**config.mk**
```make
export PLATFORM = sky130hd
export DESIGN_NAME = reg_scoreboard
export DESIGN_NICKNAME = d
export VERILOG_FILES = /design/src/rtl/reg_scoreboard_pkg.sv /design/src/rtl/sb_stage.sv /design/src/rtl/reg_scoreboard.sv
export SDC_FILE = /design/constraint.sdc
export NUM_CORES = 1
export LEC_CHECK = 0
export CORE_MARGIN = 1.5
export CORE_UTILIZATION = 40
export DETAILED_ROUTE_END_ITERATION = 6
export GPL_TIMING_DRIVEN = 1
export PLACE_DENSITY = 0.85
export SLEW_MARGIN = 0
export SYNTH_ARGS = -nofsm -noshare
export SYNTH_HDL_FRONTEND = slang
export SYNTH_SLANG_ARGS = --single-unit
```
**constraint.sdc**
```tcl
create_clock -name i_clk -period 1.4 [get_ports i_clk]
set_input_delay 0.28 -clock i_clk [delete_from_list [all_inputs] [get_ports i_clk]]
set_output_delay 0.28 -clock i_clk [all_outputs]
set_load 0.005 [all_outputs]
```
**src/rtl/reg_scoreboard_pkg.sv**
```systemverilog
// Shared definitions for the register-write scoreboard.
//  - Default geometry (tracked depth, register select width, flush depth).
//  - Stage-entry field layout {vld, dst} at the default register width.
package reg_scoreboard_pkg;

  localparam int unsigned DepthDef      = 3;
  localparam int unsigned RegWDef       = 3;
  localparam int unsigned FlushDepthDef = 0;

  // One tracked in-flight write: valid flag above destination register.
  typedef struct packed {
    logic               vld;
    logic [RegWDef-1:0] dst;
  } sb_entry_t;

endpackage

```
**src/rtl/sb_stage.sv**
```systemverilog
// One scoreboard pipeline stage: a vld/dst flop pair.
// Ports:
//  i_clk    clock
//  i_rst    synchronous reset, active-high (clears vld and dst)
//  i_kill   forces the next vld to 0 (flush)
//  i_vld    incoming valid from the younger stage (or decode)
//  i_dst    incoming destination register
//  o_vld    registered valid
//  o_dst    registered destination register
module sb_stage
  import reg_scoreboard_pkg::*;
#(
  parameter int unsigned REG_W = RegWDef
) (
  input  logic             i_clk,
  input  logic             i_rst,
  input  logic             i_kill,
  input  logic             i_vld,
  input  logic [REG_W-1:0] i_dst,
  output logic             o_vld,
  output logic [REG_W-1:0] o_dst
);

  logic             r_vld;
  logic [REG_W-1:0] r_dst;

  always_ff @(posedge i_clk) begin
    if (i_rst) begin
      r_vld <= 1'b0;
      r_dst <= '0;
    end else begin
      r_vld <= i_vld & ~i_kill;
      r_dst <= i_dst;
    end
  end

  assign o_vld = r_vld;
  assign o_dst = r_dst;

endmodule

```
**src/rtl/reg_scoreboard.sv**
```systemverilog
// Register-write scoreboard beside the decode stage.
// Tracks each register write from decode through writeback in a fixed-length shift
// pipeline (last stage = WB), stalls decode on RAW hazards the same-cycle RF bypass
// cannot cover, and raises a sticky error when the real writeback port disagrees
// with the tracked WB entry.
// Ports:
//  i_clk, i_rst               clock, synchronous active-high reset
//  i_id_valid/i_id_dst_en     decode holds an instruction / it writes i_id_dst
//  i_id_src{1,2}_en/_src{1,2} decode source reads
//  i_flush                    kill decode instruction and FLUSH_DEPTH youngest stages
//  i_wb_en/i_wb_sel           actual RF write port this cycle
//  o_stall                    hold decode/fetch, bubble into stage 0
//  o_busy                     any tracked stage valid
//  o_err                      sticky writeback mismatch
module reg_scoreboard
  import reg_scoreboard_pkg::*;
#(
  parameter int unsigned DEPTH       = DepthDef,
  parameter int unsigned REG_W       = RegWDef,
  parameter int unsigned FLUSH_DEPTH = FlushDepthDef
) (
  input  logic             i_clk,
  input  logic             i_rst,
  input  logic             i_id_valid,
  input  logic             i_id_dst_en,
  input  logic [REG_W-1:0] i_id_dst,
  input  logic             i_id_src1_en,
  input  logic [REG_W-1:0] i_id_src1,
  input  logic             i_id_src2_en,
  input  logic [REG_W-1:0] i_id_src2,
  input  logic             i_flush,
  input  logic             i_wb_en,
  input  logic [REG_W-1:0] i_wb_sel,
  output logic             o_stall,
  output logic             o_busy,
  output logic             o_err
);

  logic [DEPTH-1:0]            w_vld;
  logic [DEPTH-1:0][REG_W-1:0] w_dst;
  logic [DEPTH-1:0]            w_kill;
  logic                        w_hit1;
  logic                        w_hit2;
  logic                        w_stall;
  logic                        w_issue;
  logic                        w_mismatch;
  logic                        r_err;

  // WB stage is left out of the compare: its value reaches decode via RF bypass.
  always_comb begin
    w_hit1 = 1'b0;
    w_hit2 = 1'b0;
    for (int k = 0; k < int'(DEPTH) - 1; k++) begin
      if (w_vld[k] && (w_dst[k] == i_id_src1)) w_hit1 = 1'b1;
      if (w_vld[k] && (w_dst[k] == i_id_src2)) w_hit2 = 1'b1;
    end
    w_hit1 = w_hit1 & i_id_src1_en;
    w_hit2 = w_hit2 & i_id_src2_en;
  end

  assign w_stall = i_id_valid & ~i_flush & (w_hit1 | w_hit2);
  assign w_issue = i_id_valid & i_id_dst_en & ~w_stall & ~i_flush;

  for (genvar k = 0; k < int'(DEPTH); k++) begin : g_stage
    localparam bit Killable = (k <= int'(FLUSH_DEPTH));
    assign w_kill[k] = i_flush & Killable;

    if (k == 0) begin : g_head
      sb_stage #(
        .REG_W (REG_W)
      ) u_stage (
        .i_clk  (i_clk),
        .i_rst  (i_rst),
        .i_kill (w_kill[k]),
        .i_vld  (w_issue),
        .i_dst  (i_id_dst),
        .o_vld  (w_vld[k]),
        .o_dst  (w_dst[k])
      );
    end else begin : g_tail
      sb_stage #(
        .REG_W (REG_W)
      ) u_stage (
        .i_clk  (i_clk),
        .i_rst  (i_rst),
        .i_kill (w_kill[k]),
        .i_vld  (w_vld[k-1]),
        .i_dst  (w_dst[k-1]),
        .o_vld  (w_vld[k]),
        .o_dst  (w_dst[k])
      );
    end
  end

  assign w_mismatch = (i_wb_en != w_vld[DEPTH-1]) |
                      (i_wb_en & (i_wb_sel != w_dst[DEPTH-1]));

  always_ff @(posedge i_clk) begin
    if (i_rst) begin
      r_err <= 1'b0;
    end else begin
      r_err <= r_err | w_mismatch;
    end
  end

  // Outputs are held low while reset is asserted, even before the flops clear.
  assign o_stall = w_stall & ~i_rst;
  assign o_busy  = (|w_vld) & ~i_rst;
  assign o_err   = r_err & ~i_rst;

endmodule
```
==> flow_summary.toml, run 1 <==
[setup_path]
cp_cell_sequence = "xnor2_1, nand4_1, a21boi_2, o211a_1, buf_2"
worst-r2r-cell-count = 8
critical_path_arrival_ns = 1.41
critical_path_class = "register to output pin"
cp_slowest_cell = "dfxtp_2"
reg2reg_slack_ns = 0.01
critPathMaxStageDelay_ns = 0.36
startpoint_type = "register"
crit_fanout = 3
critPathCaptureType = "output pin"
r2r-start = "g_stage[1].g_tail.u_stage.o_dst[1]"
r2r-end = "g_stage[0].g_head.u_stage.o_vld"
crit_required_ns = 1.12

[job]
cap_violations = 0

[timing]
slew_headroom_pct = 85.51
hold_viol = 0
layout_min_cycle_time_ns = 1.687
setup_viol = 1
period_share_pct = 120.5
holdWs_ns = 0.4388
finClkSkew_ns = 0.0003617
slew_viol_final = 0
max_slew.worst_pin.slew_ns = 0.2166
rsz0062_at_grt = "true"
fin_ws_ns = -0.2867
fmax_mhz = 592.9

[place]
gp_congestion = 0.8590
dp_hpwl_um = 964.3
portBuffers = 22

[logic_synthesis]
yosys-top-cells-area = "dfxtp_1, xnor2_1, nor2b_1"
avgSynthCellArea_sq_um = 9.944
synth_fp_nets = 77
yosys_register_bits = 13
syn_inst = 57
synthAdderAreaFrac_pct = 0
synth_cell_types = 15
yosysSeqAreaShare_pct = 45.92
synth_top_family_by_area = "XOR/XNOR gates"
yosysWarnings = 0
synth_compound_area_share_pct = 7.506
mappedNetlistArea_sq_um = 566.8
synthMuxAreaShare_pct = 0
yosys.area_share.simple_pct = 22.08
synthXorXnorAreaFrac_pct = 23.18
synth_area_leader_cell = "dfxtp_1"
synth_top_area_share_pct = 45.92

[floorplanning]
die_w_um = 40.64
floorplan.initialDensity_pct = 43.02
rows = 13
dieArea_sq_um = 1652
core_sq_um = 1318
die-height_um = 40.64
boundaryPins = 23

[final_layout]
final_common_cell = "clkdlybuf4s50_1"
antenna_cells = 0
drive_above_1_share_pct = 39.78
final_nets = 114
final_cell_mix = "clkdlybuf4s50_1, nor2b_1, xnor2_2, dlygate4sd2_1, buf_4"
syn_to_final_growth_pct = 76.60

[routing]
vias = 545
ant_nets = 0
route.detailed.wl_per_inst_um = 14.22
wl_um = 1536
drc = 0
drtPass1Iterations = 4
drtIter0Drc = 10
viasPerCell = 5.046

[clock_tree]
cts-htree-levels = 1
cts_sinks = 13
clock_latency_ns = 0.28
clk_path_buf_depth = 2
cts_made_buffers = 3
clkTransAtPathRegs_ns = 0.08
cts_root_buf = "clkbuf_4"
ctsHoldBuffers = 0
tritoncts = "done"

[global_route]
grt_usage_pct = 19.95
grt_pass1_vias = 498
overflow = 0
grt_pass1_wl_um = 2063
grt_max_degree = 12
antenna_found_initial = 0

[min_path]
min_to = "r_err"
min_from = "i_rst"
min_path_type = "input pin to register"
worstHoldPathCells = 3

[power_and_ir_drop]
powerDensity_nw_per_um2 = 786.0
ir_drop_uv = 619.3
finalPower_w = 0.0007867
p_leak_nw = 0.4380

[status]
status = "complete, but fails checks"
violations = "setup timing"
## layout make-up
cell class                 count  area (sq um)
clock buffer                   3         22.52
sequential                    13         276.5
inverter                       1         3.754
timing repair buffer          33         294.0
tap                           15         18.77
multi-input combinational     42         380.4
clock inverter                 1         5.005
fill                         101         316.6
## what timing repair did
action | in CTS | in global routing
gates resized for setup | 34 | 6
pin swaps | 12 | 5
setup buffers | 7 | 1
setup endpoints to repair | 3 | 2
## sequential cells by signal (all words and copies together) (netlist names)
signal	flops
g_stage.g_head.u_stage.o_dst	3
g_stage.g_head.u_stage.o_vld	1
g_stage.g_tail.u_stage.o_vld	2
g_stage.g_tail.u_stage.o_dst	6
r_err	1
## metrics by stage
step / instance area, sq um / cells / TNS, ns / worst slack [ns] / utilization [%]
4_1_cts: 978.4 / 109 / -0.2374 / -0.2374 / 74.26
6_report: 1001 / 108 / -0.2867 / -0.2867 / 75.97
2_1_floorplan: 566.8 / 57 / 0 / 0.2122 / -
3_3_place_gp: 839.6 / 98 / -1.549 / -0.7623 / 63.72
3_5_place_dp: 839.6 / 98 / -1.645 / -0.8165 / 63.72
5_1_grt: 1001 / 108 / -0.4377 / -0.3786 / 75.97
## worst max-delay path, delay by kind of cell, from the launching register on
family | cells | cell delay, ns
DFF | 1 | 0.36
AOI/OAI and AO/OA | 2 | 0.33
xor gates and xnor gates | 1 | 0.18
and+or+nand+nor | 1 | 0.15
buffers and inverters | 1 | 0.10
## how the worst max path moves through the flow
stage                                                  start       to  slack (ns)  depth (start not counted)
after global routing      g_stage[1].g_tail.u_stage.o_dst[0]  o_stall       -0.38                          5
after detailed placement                        i_id_src1[2]  o_stall       -0.82                          6
after global placement                          i_id_src1[2]  o_stall       -0.76                          6
after CTS                 g_stage[1].g_tail.u_stage.o_dst[1]  o_stall       -0.24                          5
final                     g_stage[1].g_tail.u_stage.o_dst[0]  o_stall       -0.29                          5
after floorplan           g_stage[1].g_tail.u_stage.o_dst[1]  o_stall        0.21                          4
## routing by layer
metal / part of all wire, % / vias to the layer above / GRT usage [%]
met5: 0 / - / 0
met3: 5.9 / 5 / 3.261
li1: - / 268 / -
met2: 52 / 24 / 36.11
met4: 2.7 / 0 / 7.500
met1: 39 / 248 / 23.23
## where the power goes
group	switching, W	total [W]	internal, W	leakage [nW]
combinational	0.0000512	0.000150	0.0000983	0.310
sequential	0.0000150	0.000397	0.000382	0.110
clock	0.000134	0.000240	0.000106	0.0177
total	0.000200	0.000787	0.000587	0.438
## synthesized netlist by cell type
cell and instances:
a21boi_2 1, a21oi_1 1, nor2_1 3, dfxtp_1 13
o211a_1 1, inv_1 1, o32ai_1 1, a21boi_1 1
nor2b_1 11, clkbuf_1 1, nand3_1 2, xnor2_1 13
nand4_1 4, nor3_1 2, xor2_1 2
## cell families (layout without fill, tap and decap cells)
group	Yosys count	count (layout)
buffers and inverters	2	38
AO/OA/AOI/OAI	5	5
XOR/XNOR	15	15
AND/OR/NAND/NOR	22	22
flip-flops	13	13
Note: power is estimated with default switching activity, not from simulation.
==> run 2: changes to the inputs <==
--- a/config.mk
+++ b/config.mk
@@ -7,6 +7,7 @@
 export LEC_CHECK = 0
 export CORE_MARGIN = 1.5
 export CORE_UTILIZATION = 40
+export CTS_CLUSTER_SIZE = 30
 export DETAILED_ROUTE_END_ITERATION = 6
 export GPL_TIMING_DRIVEN = 1
 export PLACE_DENSITY = 0.85
==> results of run 2 <==
No change in the layout: final DEF, timing and power equal those of run 1.
